==> src/rtl/control_step_sequencer_pkg.sv <==
// Shared types and constants for the micro-step control sequencer: state encoding,
// bus source codes (also used by the bus-select encoder), opcodes and IR field positions.
package control_step_sequencer_pkg;

  typedef enum logic [3:0] {
    StIdle = 4'd0,
    StT0   = 4'd1,
    StT1   = 4'd2,
    StT1w  = 4'd3,
    StT2   = 4'd4,
    StT3   = 4'd5,
    StT4   = 4'd6,
    StT5   = 4'd7,
    StT6   = 4'd8,
    StDone = 4'd9
  } state_e;

  localparam int unsigned SRC_W       = 24;
  localparam int unsigned SRC_R0      = 0;
  localparam int unsigned SRC_HI      = 16;
  localparam int unsigned SRC_LO      = 17;
  localparam int unsigned SRC_ZHIGH   = 18;
  localparam int unsigned SRC_ZLOW    = 19;
  localparam int unsigned SRC_PC      = 20;
  localparam int unsigned SRC_MDR     = 21;
  localparam int unsigned SRC_IN_PORT = 22;
  localparam int unsigned SRC_C       = 23;

  localparam logic [4:0] OP_ALU_LAST = 5'h0B;
  localparam logic [4:0] OP_MUL      = 5'h0F;
  localparam logic [4:0] OP_DIV      = 5'h10;

  localparam int unsigned IR_OP_MSB = 31;
  localparam int unsigned IR_OP_LSB = 27;
  localparam int unsigned IR_RA_MSB = 26;
  localparam int unsigned IR_RA_LSB = 23;
  localparam int unsigned IR_RB_MSB = 22;
  localparam int unsigned IR_RB_LSB = 19;
  localparam int unsigned IR_RC_MSB = 18;
  localparam int unsigned IR_RC_LSB = 15;

  function automatic logic [SRC_W-1:0] src_bit(input int unsigned idx);
    return SRC_W'(1) << idx;
  endfunction

endpackage

==> src/rtl/control_step_sequencer_if.sv <==
// Bundle of sequencer inputs (run, IR, memory ready) and all strobe/enable outputs.
interface control_step_sequencer_if #(
  parameter int unsigned ALU_OP_W = 5
);
  logic                run;
  logic [31:0]         ir;
  logic                mem_ready;
  logic [23:0]         src_out;
  logic [15:0]         gpr_in;
  logic                pc_in;
  logic                mar_in;
  logic                mdr_in;
  logic                ir_in;
  logic                y_in;
  logic                z_in;
  logic                hi_in;
  logic                lo_in;
  logic                inc_pc;
  logic                mem_read;
  logic [ALU_OP_W-1:0] alu_op;
  logic [3:0]          step;
  logic                busy;
  logic                done;
  logic                err;

  modport master (
    input  run, ir, mem_ready,
    output src_out, gpr_in, pc_in, mar_in, mdr_in, ir_in, y_in, z_in, hi_in, lo_in,
           inc_pc, mem_read, alu_op, step, busy, done, err
  );

  modport slave (
    output run, ir, mem_ready,
    input  src_out, gpr_in, pc_in, mar_in, mdr_in, ir_in, y_in, z_in, hi_in, lo_in,
           inc_pc, mem_read, alu_op, step, busy, done, err
  );
endinterface

==> src/rtl/control_step_sequencer_ir_decode.sv <==
// Combinational IR decode: opcode class and one-hot register selects.
module control_step_sequencer_ir_decode
  import control_step_sequencer_pkg::*;
(
  input  logic [31:0] ir_i,
  output logic [4:0]  opcode_o,
  output logic [15:0] ra_oh_o,
  output logic [15:0] rb_oh_o,
  output logic [15:0] rc_oh_o,
  output logic        is_alu_o,
  output logic        is_muldiv_o,
  output logic        illegal_o
);

  assign opcode_o    = ir_i[IR_OP_MSB:IR_OP_LSB];
  assign ra_oh_o     = 16'd1 << ir_i[IR_RA_MSB:IR_RA_LSB];
  assign rb_oh_o     = 16'd1 << ir_i[IR_RB_MSB:IR_RB_LSB];
  assign rc_oh_o     = 16'd1 << ir_i[IR_RC_MSB:IR_RC_LSB];
  assign is_alu_o    = (opcode_o <= OP_ALU_LAST);
  assign is_muldiv_o = (opcode_o == OP_MUL) || (opcode_o == OP_DIV);
  assign illegal_o   = !(is_alu_o || is_muldiv_o);

endmodule

==> src/rtl/control_step_sequencer.sv <==
// Micro-step control FSM: fetch then execute, one bus source strobe per cycle at most.
module control_step_sequencer
  import control_step_sequencer_pkg::*;
#(
  parameter int unsigned MEM_TIMEOUT = 255,
  parameter int unsigned ALU_OP_W    = 5
) (
  input logic                    clk,
  input logic                    clr,
  control_step_sequencer_if.master bus_io
);

  localparam int unsigned CntW = (MEM_TIMEOUT > 1) ? $clog2(MEM_TIMEOUT + 1) : 1;

  state_e          state_q, state_d;
  logic [CntW-1:0] cnt_q, cnt_d;
  logic [CntW:0]   cnt_inc;
  logic            err_q, err_d;
  logic            timeout;

  logic [4:0]  opcode;
  logic [15:0] ra_oh, rb_oh, rc_oh;
  logic        is_alu, is_muldiv, illegal;

  control_step_sequencer_ir_decode u_ir_decode (
    .ir_i        (bus_io.ir),
    .opcode_o    (opcode),
    .ra_oh_o     (ra_oh),
    .rb_oh_o     (rb_oh),
    .rc_oh_o     (rc_oh),
    .is_alu_o    (is_alu),
    .is_muldiv_o (is_muldiv),
    .illegal_o   (illegal)
  );

  assign cnt_inc = {1'b0, cnt_q} + (CntW + 1)'(1);
  // MEM_TIMEOUT of zero disables the limit; the counter then just wraps harmlessly.
  assign timeout = (MEM_TIMEOUT != 0) && (cnt_inc == (CntW + 1)'(MEM_TIMEOUT));

  always_ff @(posedge clk or posedge clr) begin
    if (clr) begin
      state_q <= StIdle;
      cnt_q   <= '0;
      err_q   <= 1'b0;
    end else begin
      state_q <= state_d;
      cnt_q   <= cnt_d;
      err_q   <= err_d;
    end
  end

  always_comb begin
    state_d = state_q;
    cnt_d   = cnt_q;
    err_d   = err_q;
    case (state_q)
      StIdle: if (bus_io.run) state_d = StT0;
      StT0:   state_d = StT1;
      StT1:   state_d = StT1w;
      StT1w: begin
        if (bus_io.mem_ready) begin
          state_d = StT2;
          cnt_d   = '0;
        end else if (timeout) begin
          state_d = StIdle;
          cnt_d   = '0;
          err_d   = 1'b1;
        end else begin
          cnt_d = cnt_inc[CntW-1:0];
        end
      end
      StT2:   state_d = StT3;
      StT3:   state_d = illegal ? StDone : StT4;
      StT4:   state_d = StT5;
      StT5:   state_d = is_muldiv ? StT6 : StDone;
      StT6:   state_d = StDone;
      StDone: state_d = bus_io.run ? StT0 : StIdle;
      default: state_d = StIdle;
    endcase
  end

  logic [SRC_W-1:0]    src_out;
  logic [15:0]         gpr_in;
  logic                pc_in, mar_in, mdr_in, ir_in, y_in, z_in, hi_in, lo_in;
  logic                inc_pc, mem_read, done;
  logic [ALU_OP_W-1:0] alu_op;

  always_comb begin
    src_out  = '0;
    gpr_in   = '0;
    pc_in    = 1'b0;
    mar_in   = 1'b0;
    mdr_in   = 1'b0;
    ir_in    = 1'b0;
    y_in     = 1'b0;
    z_in     = 1'b0;
    hi_in    = 1'b0;
    lo_in    = 1'b0;
    inc_pc   = 1'b0;
    mem_read = 1'b0;
    alu_op   = '0;
    done     = 1'b0;
    case (state_q)
      StT0: begin
        src_out = src_bit(SRC_PC);
        mar_in  = 1'b1;
        inc_pc  = 1'b1;
        z_in    = 1'b1;
      end
      StT1: begin
        src_out = src_bit(SRC_ZLOW);
        pc_in   = 1'b1;
      end
      StT1w: begin
        mem_read = 1'b1;
        mdr_in   = bus_io.mem_ready;
      end
      StT2: begin
        src_out = src_bit(SRC_MDR);
        ir_in   = 1'b1;
      end
      StT3: begin
        // Illegal opcodes behave as a NOP: no transfer, no load.
        if (!illegal) begin
          src_out = {{(SRC_W - 16){1'b0}}, rb_oh};
          y_in    = 1'b1;
        end
      end
      StT4: begin
        src_out = {{(SRC_W - 16){1'b0}}, rc_oh};
        z_in    = 1'b1;
        alu_op  = ALU_OP_W'(opcode);
      end
      StT5: begin
        src_out = src_bit(SRC_ZLOW);
        if (is_muldiv) lo_in = 1'b1;
        else if (is_alu) gpr_in = ra_oh;
      end
      StT6: begin
        src_out = src_bit(SRC_ZHIGH);
        hi_in   = 1'b1;
      end
      StDone: done = 1'b1;
      default: ;
    endcase
  end

  assign bus_io.src_out  = src_out;
  assign bus_io.gpr_in   = gpr_in;
  assign bus_io.pc_in    = pc_in;
  assign bus_io.mar_in   = mar_in;
  assign bus_io.mdr_in   = mdr_in;
  assign bus_io.ir_in    = ir_in;
  assign bus_io.y_in     = y_in;
  assign bus_io.z_in     = z_in;
  assign bus_io.hi_in    = hi_in;
  assign bus_io.lo_in    = lo_in;
  assign bus_io.inc_pc   = inc_pc;
  assign bus_io.mem_read = mem_read;
  assign bus_io.alu_op   = alu_op;
  assign bus_io.step     = state_q;
  assign bus_io.busy     = (state_q != StIdle);
  assign bus_io.done     = done;
  assign bus_io.err      = err_q;

endmodule

==> src/flat_wrapper.sv <==
// flat-port wrapper written by rule: the top's interface ports become plain ports
module control_step_sequencer_flat import control_step_sequencer_pkg::*;
#(
  parameter int unsigned MEM_TIMEOUT = 255,
  parameter int unsigned ALU_OP_W    = 5
)
  (clk, clr, bus_io_run, bus_io_ir, bus_io_mem_ready, bus_io_src_out, bus_io_gpr_in, bus_io_pc_in, bus_io_mar_in, bus_io_mdr_in, bus_io_ir_in, bus_io_y_in, bus_io_z_in, bus_io_hi_in, bus_io_lo_in, bus_io_inc_pc, bus_io_mem_read, bus_io_alu_op, bus_io_step, bus_io_busy, bus_io_done, bus_io_err);
  control_step_sequencer_if #(.ALU_OP_W(ALU_OP_W)) bus_io_i ();
  input logic clk;
  input logic clr;
  input wire logic [$bits(bus_io_i.run)-1:0] bus_io_run;
  input wire logic [$bits(bus_io_i.ir)-1:0] bus_io_ir;
  input wire logic [$bits(bus_io_i.mem_ready)-1:0] bus_io_mem_ready;
  output wire logic [$bits(bus_io_i.src_out)-1:0] bus_io_src_out;
  output wire logic [$bits(bus_io_i.gpr_in)-1:0] bus_io_gpr_in;
  output wire logic [$bits(bus_io_i.pc_in)-1:0] bus_io_pc_in;
  output wire logic [$bits(bus_io_i.mar_in)-1:0] bus_io_mar_in;
  output wire logic [$bits(bus_io_i.mdr_in)-1:0] bus_io_mdr_in;
  output wire logic [$bits(bus_io_i.ir_in)-1:0] bus_io_ir_in;
  output wire logic [$bits(bus_io_i.y_in)-1:0] bus_io_y_in;
  output wire logic [$bits(bus_io_i.z_in)-1:0] bus_io_z_in;
  output wire logic [$bits(bus_io_i.hi_in)-1:0] bus_io_hi_in;
  output wire logic [$bits(bus_io_i.lo_in)-1:0] bus_io_lo_in;
  output wire logic [$bits(bus_io_i.inc_pc)-1:0] bus_io_inc_pc;
  output wire logic [$bits(bus_io_i.mem_read)-1:0] bus_io_mem_read;
  output wire logic [$bits(bus_io_i.alu_op)-1:0] bus_io_alu_op;
  output wire logic [$bits(bus_io_i.step)-1:0] bus_io_step;
  output wire logic [$bits(bus_io_i.busy)-1:0] bus_io_busy;
  output wire logic [$bits(bus_io_i.done)-1:0] bus_io_done;
  output wire logic [$bits(bus_io_i.err)-1:0] bus_io_err;
  assign bus_io_i.run = bus_io_run;
  assign bus_io_i.ir = bus_io_ir;
  assign bus_io_i.mem_ready = bus_io_mem_ready;
  assign bus_io_src_out = bus_io_i.src_out;
  assign bus_io_gpr_in = bus_io_i.gpr_in;
  assign bus_io_pc_in = bus_io_i.pc_in;
  assign bus_io_mar_in = bus_io_i.mar_in;
  assign bus_io_mdr_in = bus_io_i.mdr_in;
  assign bus_io_ir_in = bus_io_i.ir_in;
  assign bus_io_y_in = bus_io_i.y_in;
  assign bus_io_z_in = bus_io_i.z_in;
  assign bus_io_hi_in = bus_io_i.hi_in;
  assign bus_io_lo_in = bus_io_i.lo_in;
  assign bus_io_inc_pc = bus_io_i.inc_pc;
  assign bus_io_mem_read = bus_io_i.mem_read;
  assign bus_io_alu_op = bus_io_i.alu_op;
  assign bus_io_step = bus_io_i.step;
  assign bus_io_busy = bus_io_i.busy;
  assign bus_io_done = bus_io_i.done;
  assign bus_io_err = bus_io_i.err;
  control_step_sequencer #(.MEM_TIMEOUT(MEM_TIMEOUT), .ALU_OP_W(ALU_OP_W)) u_core (.clk(clk), .clr(clr), .bus_io(bus_io_i));
endmodule
==> config.mk <==
export PLATFORM = sky130hd
export DESIGN_NAME = control_step_sequencer_flat
export DESIGN_NICKNAME = d
export VERILOG_FILES = /design/src/rtl/control_step_sequencer_pkg.sv /design/src/rtl/control_step_sequencer_if.sv /design/src/rtl/control_step_sequencer_ir_decode.sv /design/src/rtl/control_step_sequencer.sv /design/src/flat_wrapper.sv
export SDC_FILE = /design/constraint.sdc
export NUM_CORES = 1
export LEC_CHECK = 0
export ABC_AREA = 0
export BUFFER_PORTS_ARGS = -buffer_cell sky130_fd_sc_hd__buf_4
export CAP_MARGIN = 20
export CORE_ASPECT_RATIO = 0.5
export CORE_MARGIN = 2
export CORE_UTILIZATION = 41
export CTS_CLUSTER_SIZE = 8
export DETAILED_ROUTE_END_ITERATION = 8
export PLACE_DENSITY = 0.84
export SETUP_SLACK_MARGIN = 0.02
export SLEW_MARGIN = 25
export SYNTH_ARGS = -nofsm -noshare
export SYNTH_HDL_FRONTEND = slang
export SYNTH_SLANG_ARGS = --single-unit
==> constraint.sdc <==
create_clock -name clk -period 2.15 [get_ports clk]
set_input_delay 0.215 -clock clk [delete_from_list [all_inputs] [get_ports clk]]
set_output_delay 0.215 -clock clk [all_outputs]
set_load 0.01 [all_outputs]
-- After elaboration in Yosys (flattened, before gate mapping)
Cells that the tools add are included.
- register bits after elaboration: 13
- input port bits: 36
- output and inout bits: 62
- logic and storage cells: 58
- $add $sub $neg: 1
- $lt $le $gt $ge: 1
- equality and inequality tests: 14
- shift operators: 3
- mux-type cells: 27
- bitwise logic cells: 1
- reductions and logical operators: 8
- operator list (cell ; count):
    $pmux W24 S6 ; 1
    $mux W16 ; 4
    $shl A1 B4 Y16 const A ; 3
    $pmux W4 S10 ; 1
    $eq A4 B3 Y1 const B ; 4
    $mux W4 ; 4
    $mux W8 ; 2
    $mux W1 ; 14
    $add A8 B1 Y9 const B ; 1
    $eq A9 B8 Y1 const B ; 1
    $eq A4 B2 Y1 const B ; 2
    $eq A4 B4 Y1 const B ; 2
    $eq A5 B4 Y1 const B ; 1
    $eq A5 B5 Y1 const B ; 1
    $le A5 B4 Y1 const B ; 1
    $mux W5 ; 1
    $eq A4 B1 Y1 const B ; 1
    $logic_not A4 Y1 ; 1
    $reduce_bool A4 Y1 ; 1
    $reduce_or A2 Y1 ; 2
    $ne A3 B2 Y1 const B ; 1
    $reduce_and A3 Y1 ; 1
    $logic_or A1 B1 Y1 ; 2
    $ne A2 B2 Y1 const B ; 1
    other kinds (2) ; 2

-- Longest topological paths before layout
- depth after elaboration: 5
- depth in mapped cells: 8

-- By module
Synthesis repeated with hierarchy kept, for this count alone.
- cell total of the unflattened synthesis: 240
- area total of the unflattened synthesis: 1649.1 um^2
- modules (own cells, without submodules) (module ; instances ; cells each ; area an instance (um^2)):
    control_step_sequencer ; 1 ; 161 ; 1249.9
    control_step_sequencer_ir_decode ; 1 ; 79 ; 399.1

-- Worst setup path before layout
OpenSTA, ideal clock, no wires.
- path type: register to output
- start point: register u_core.state_q[2] (netlist: u_core.bus_io.step[2])
- end point: output bus_io_gpr_in[0]
- arrival: 1743 ps
- data required time: 1935 ps
- slack: 192 ps
- cell stages (with the launch flop): 6
- path buffers: 0
- path through: dfrtp_1 nor2b_1 nand3_1 nor3b_1 or3b_1 nor3_1
- word-level cells in the longest chain between the ends: 2
- ends and longest elaborated chain (item ; RTL line ; source):
    from (decl) ; control_step_sequencer.sv:15 ; state_e state_q, state_d;
    from (signal assigned) ; control_step_sequencer.sv:42 ; state_q <= StIdle;
    from (signal assigned) ; control_step_sequencer.sv:46 ; state_q <= state_d;
    $eq A4 B3 Y1 ; control_step_sequencer.sv:103 ; case (state_q)
    $mux W16 ; control_step_sequencer.sv:103 ;
    to (decl) ; flat_wrapper.sv:15 ; output wire logic [$bits(bus_io_i.gpr_in)-1:0] bus_io_gpr_in;
No other way between the ends.

-- Worst setup path after layout
- start point: register u_core.state_q[3] (netlist: u_core.bus_io.step[3])
- end point: output bus_io_src_out[0]
- word-level cells in the longest chain between the ends: 3
- elaborated cells between the ends (all ways): 9
- ends and longest elaborated chain (item ; RTL line ; source):
    $eq A4 B2 Y1 / $eq A4 B3 Y1 (equally long branches) ; control_step_sequencer.sv:103 ;
    $reduce_or A2 Y1 (no line) ; - ;
    $pmux W24 S6 (*) ; control_step_sequencer.sv:103 ;
    to (decl) ; flat_wrapper.sv:14 ; output wire logic [$bits(bus_io_i.src_out)-1:0] bus_io_src_out;
Every way passes the cells marked *; elsewhere a longest branch is shown, timed or not.

==> impl_metrics.ini <==
[global_route]
grt_pass1_wl_mm = 6.410
antenna_found_initial = 0
grt_pass1_vias = 1443
grt_overflow = 0
grt_start_max_net_pins = 14
grt_usage_pct = 20.46

[clocking]
cts_hold_buf = 0
root_buffer = clkbuf_8
cts_buffers = 3
cts_tree = done
clkSinkCount = 13
htree_levels = 1
clkLatencyLatePin_ns = 0.24
cts_buffer_depth = 2
path_clk_slew_ns = 0.05

[power_and_ir_drop]
finalPower_mw = 1.825
p_leak_nw = 0.9933
p_per_area_nw_per_um2 = 863.3
peakVddDrop_mv = 0.6296

[drt]
vias = 1724
wl_per_cell_um = 13.36
first_pass_iters = 5
drt_iter0_drc = 93
drc = 0
routed_via_density = 5.543
drtAntennaViolNets = 0
wl_mm = 4.155

[floorplanning]
row_count = 14
die_h_um = 45.01
fp.dieW_um = 86.01
die_area_um2 = 3871
pin_count = 98
coreArea_um2 = 3100
initial_core_util_pct = 44.47

[worst_setup_path]
reg2reg_from = u_core.cnt_q[0]
cp-start-kind = register
path_class = register to primary output
max_stage_delay_ns = 0.47
slowest_stage = or4_4
critPathMaxFanout = 12
cp.arrival_ns = 1.85
cp_cell_sequence = buf_4 -> nand2b_1 -> or4_4 -> o22ai_2 -> buf_4
cp_common_cell = buf_4
endpoint_kind = primary output
crit_required_ns = 1.93
crit_start = u_core.bus_io.step[3]

[finish]
stdcell_area_um2 = 2115
area_growth_pct = 53.36
n_fill_cell = 272
n_antenna_cell = 0
drive_above_1_share_pct = 42.07
multi_input_area_um2 = 1012
final-seq-area_um2 = 327.8
finalNetCount = 310

[placement]
dpl_cell_area_um2 = 2009
io_buffers = 78
dp_hpwl_mm = 3.213
preCtsSetupSlack_ns = 0.08688
globalplace.congestion = 0.8635

[timing]
max_freq_ghz = 0.4852
fin_crit_sh_pct = 95.86
min_period_ns = 2.061
final-setup-viol-count = 0
fin_setup_tns_ns = 0
drv_slew = 0
fin_ws_ns = 0.08896
hold_violations = 13
worst_hold_slack_ns = -0.003516
rsz0062_at_grt = false
fin_worst_skew_ns = 0.001925

[yosys]
avgSynthCellArea_um2 = 7.295
ys.flop_type = dfrtp_1
synth_cell_types = 46
async_flop_share_pct = 100.0
synth_seq_cells = 13
syn_inst = 189
yosysSeqAreaShare_pct = 23.59
yosysWarningCount = 0
synth.cell_area_um2 = 1379
synth_edf_count = 0

[status]
violations = hold timing
outcome = finished, violations left

[min_path]
hold_class = input pin to asynchronous set/reset pin

[job]
drv_cap = 0
-- cells by family (layout without fill, tap and decap cells) --
family / after synthesis / count (layout) / synth area share [%]
compound gates: 45 / 45 / 21.69
xor+xnor: 3 / 3 / 1.906
fa+ha+maj: 2 / 2 / 1.815
buf+inv: 17 / 96 / 7.440
flops: 13 / 13 / 23.59
other cells: 1 / 4 / 0.2720
simple gates: 108 / 108 / 43.29
-- metal layers --
metal  vias up  wire [µm]  track usage (%)
met5         -          0                0
met4         0         41            6.984
met3         5        264            2.559
met2        57       2086            36.59
met1       806       1763            26.32
li1        856          -                -
-- synth_stat cells (3+ instances only) --
| cell | n | area [µm²] |
|---|---|---|
| nor2b_1 | 4 | 25.02 |
| nand3b_1 | 6 | 45.04 |
| or3b_1 | 3 | 26.28 |
| a21o_1 | 3 | 22.52 |
| o22ai_1 | 17 | 106.4 |
| nand4_1 | 3 | 18.77 |
| nor2_1 | 19 | 71.32 |
| nand3_1 | 9 | 45.04 |
| o21ai_0 | 5 | 25.02 |
| buf_4 | 8 | 60.06 |
| nor3_1 | 12 | 60.06 |
| or2_2 | 3 | 18.77 |
| clkbuf_1 | 4 | 15.01 |
| a21oi_1 | 6 | 30.03 |
| dfrtp_1 | 13 | 325.3 |
| or3_1 | 3 | 18.77 |
| nand2b_1 | 13 | 81.33 |
| and2_1 | 6 | 37.54 |
| nand2_1 | 16 | 60.06 |
-- state kept, by name, indices dropped and copies added (netlist names) --
register and count:
u_core.bus_io.err 1, u_core.bus_io.step 4, u_core.cnt_q 8
-- placed cells by master, fill, tap and decap left out, drive strengths merged, types with 2 or more instances in the layout --
cell     n
dfrtp   13
nand2b  13
nor3b    2
nor3    12
a41o     2
conb     4
nand3    9
o21ai    8
or2      3
o22ai   17
buf     89
nor4b    2
a21oi    7
or3b     3
a21o     3
ha       2
nand4    3
clkbuf   4
and2     6
and3     2
inv      2
nor2    19
nor2b    4
xor2     2
nand2   16
nand3b   6
or3      3
a31o     2
-- critical path, delay by kind of cell (launching register included) --
family | cells | cell delay [ns]
simple gates | 2 | 0.68
flops | 1 | 0.38
compound gates | 1 | 0.21
buf+inv | 2 | 0.33
-- timing repair --
action | 4_1_cts | 5_1_grt
setup endpoints to repair | 1 | 22
buffers inserted | 0 | 1
gates resized for setup | 2 | 11
pin swaps | 0 | 0
gates cloned | 0 | 0
-- final cells by class --
cell class                 instances  share of cell area (%)
clock buffer                       4                   2.130
inverter                           3                  0.5325
multi-input combinational        162                   47.87
sequential                        13                   15.50
tap                               40                   2.367
timing repair buffer              89                   31.60
-- per-stage QoR --
stage / utilization, % / cells
after floorplan: - / 192
after global placement: 64.81 / 306
after detailed placement: 64.81 / 306
after CTS: 66.51 / 310
after global routing: 68.20 / 311
final: 68.20 / 311
-- power breakdown --
part / internal, mW / switching, mW / total, mW
sequential: 0.339 / 0.146 / 0.485
combinational: 0.544 / 0.577 / 1.12
clock: 0.131 / 0.0879 / 0.219
total: 1.01 / 0.811 / 1.83
-- path summary, 6_finish.rpt --
| path | cells past startpoint | slack, ns | to |
|---|---|---|---|
| setup reg to reg | 7 | 0.14 | u_core.bus_io.step[1] |
| min in group clk | 3 | 0.30 | u_core.bus_io.step[0] |
| hold / removal | 2 | -0.004 | u_core.cnt_q[3] |
| hold reg to reg | 1 | 0.47 | u_core.bus_io.err |
| max in group asynchronous | 2 | 1.79 | u_core.bus_io.step[0] |
| setup / recovery | 5 | 0.09 | bus_io_src_out[0] |
Note: power is estimated with default switching activity, not from simulation.
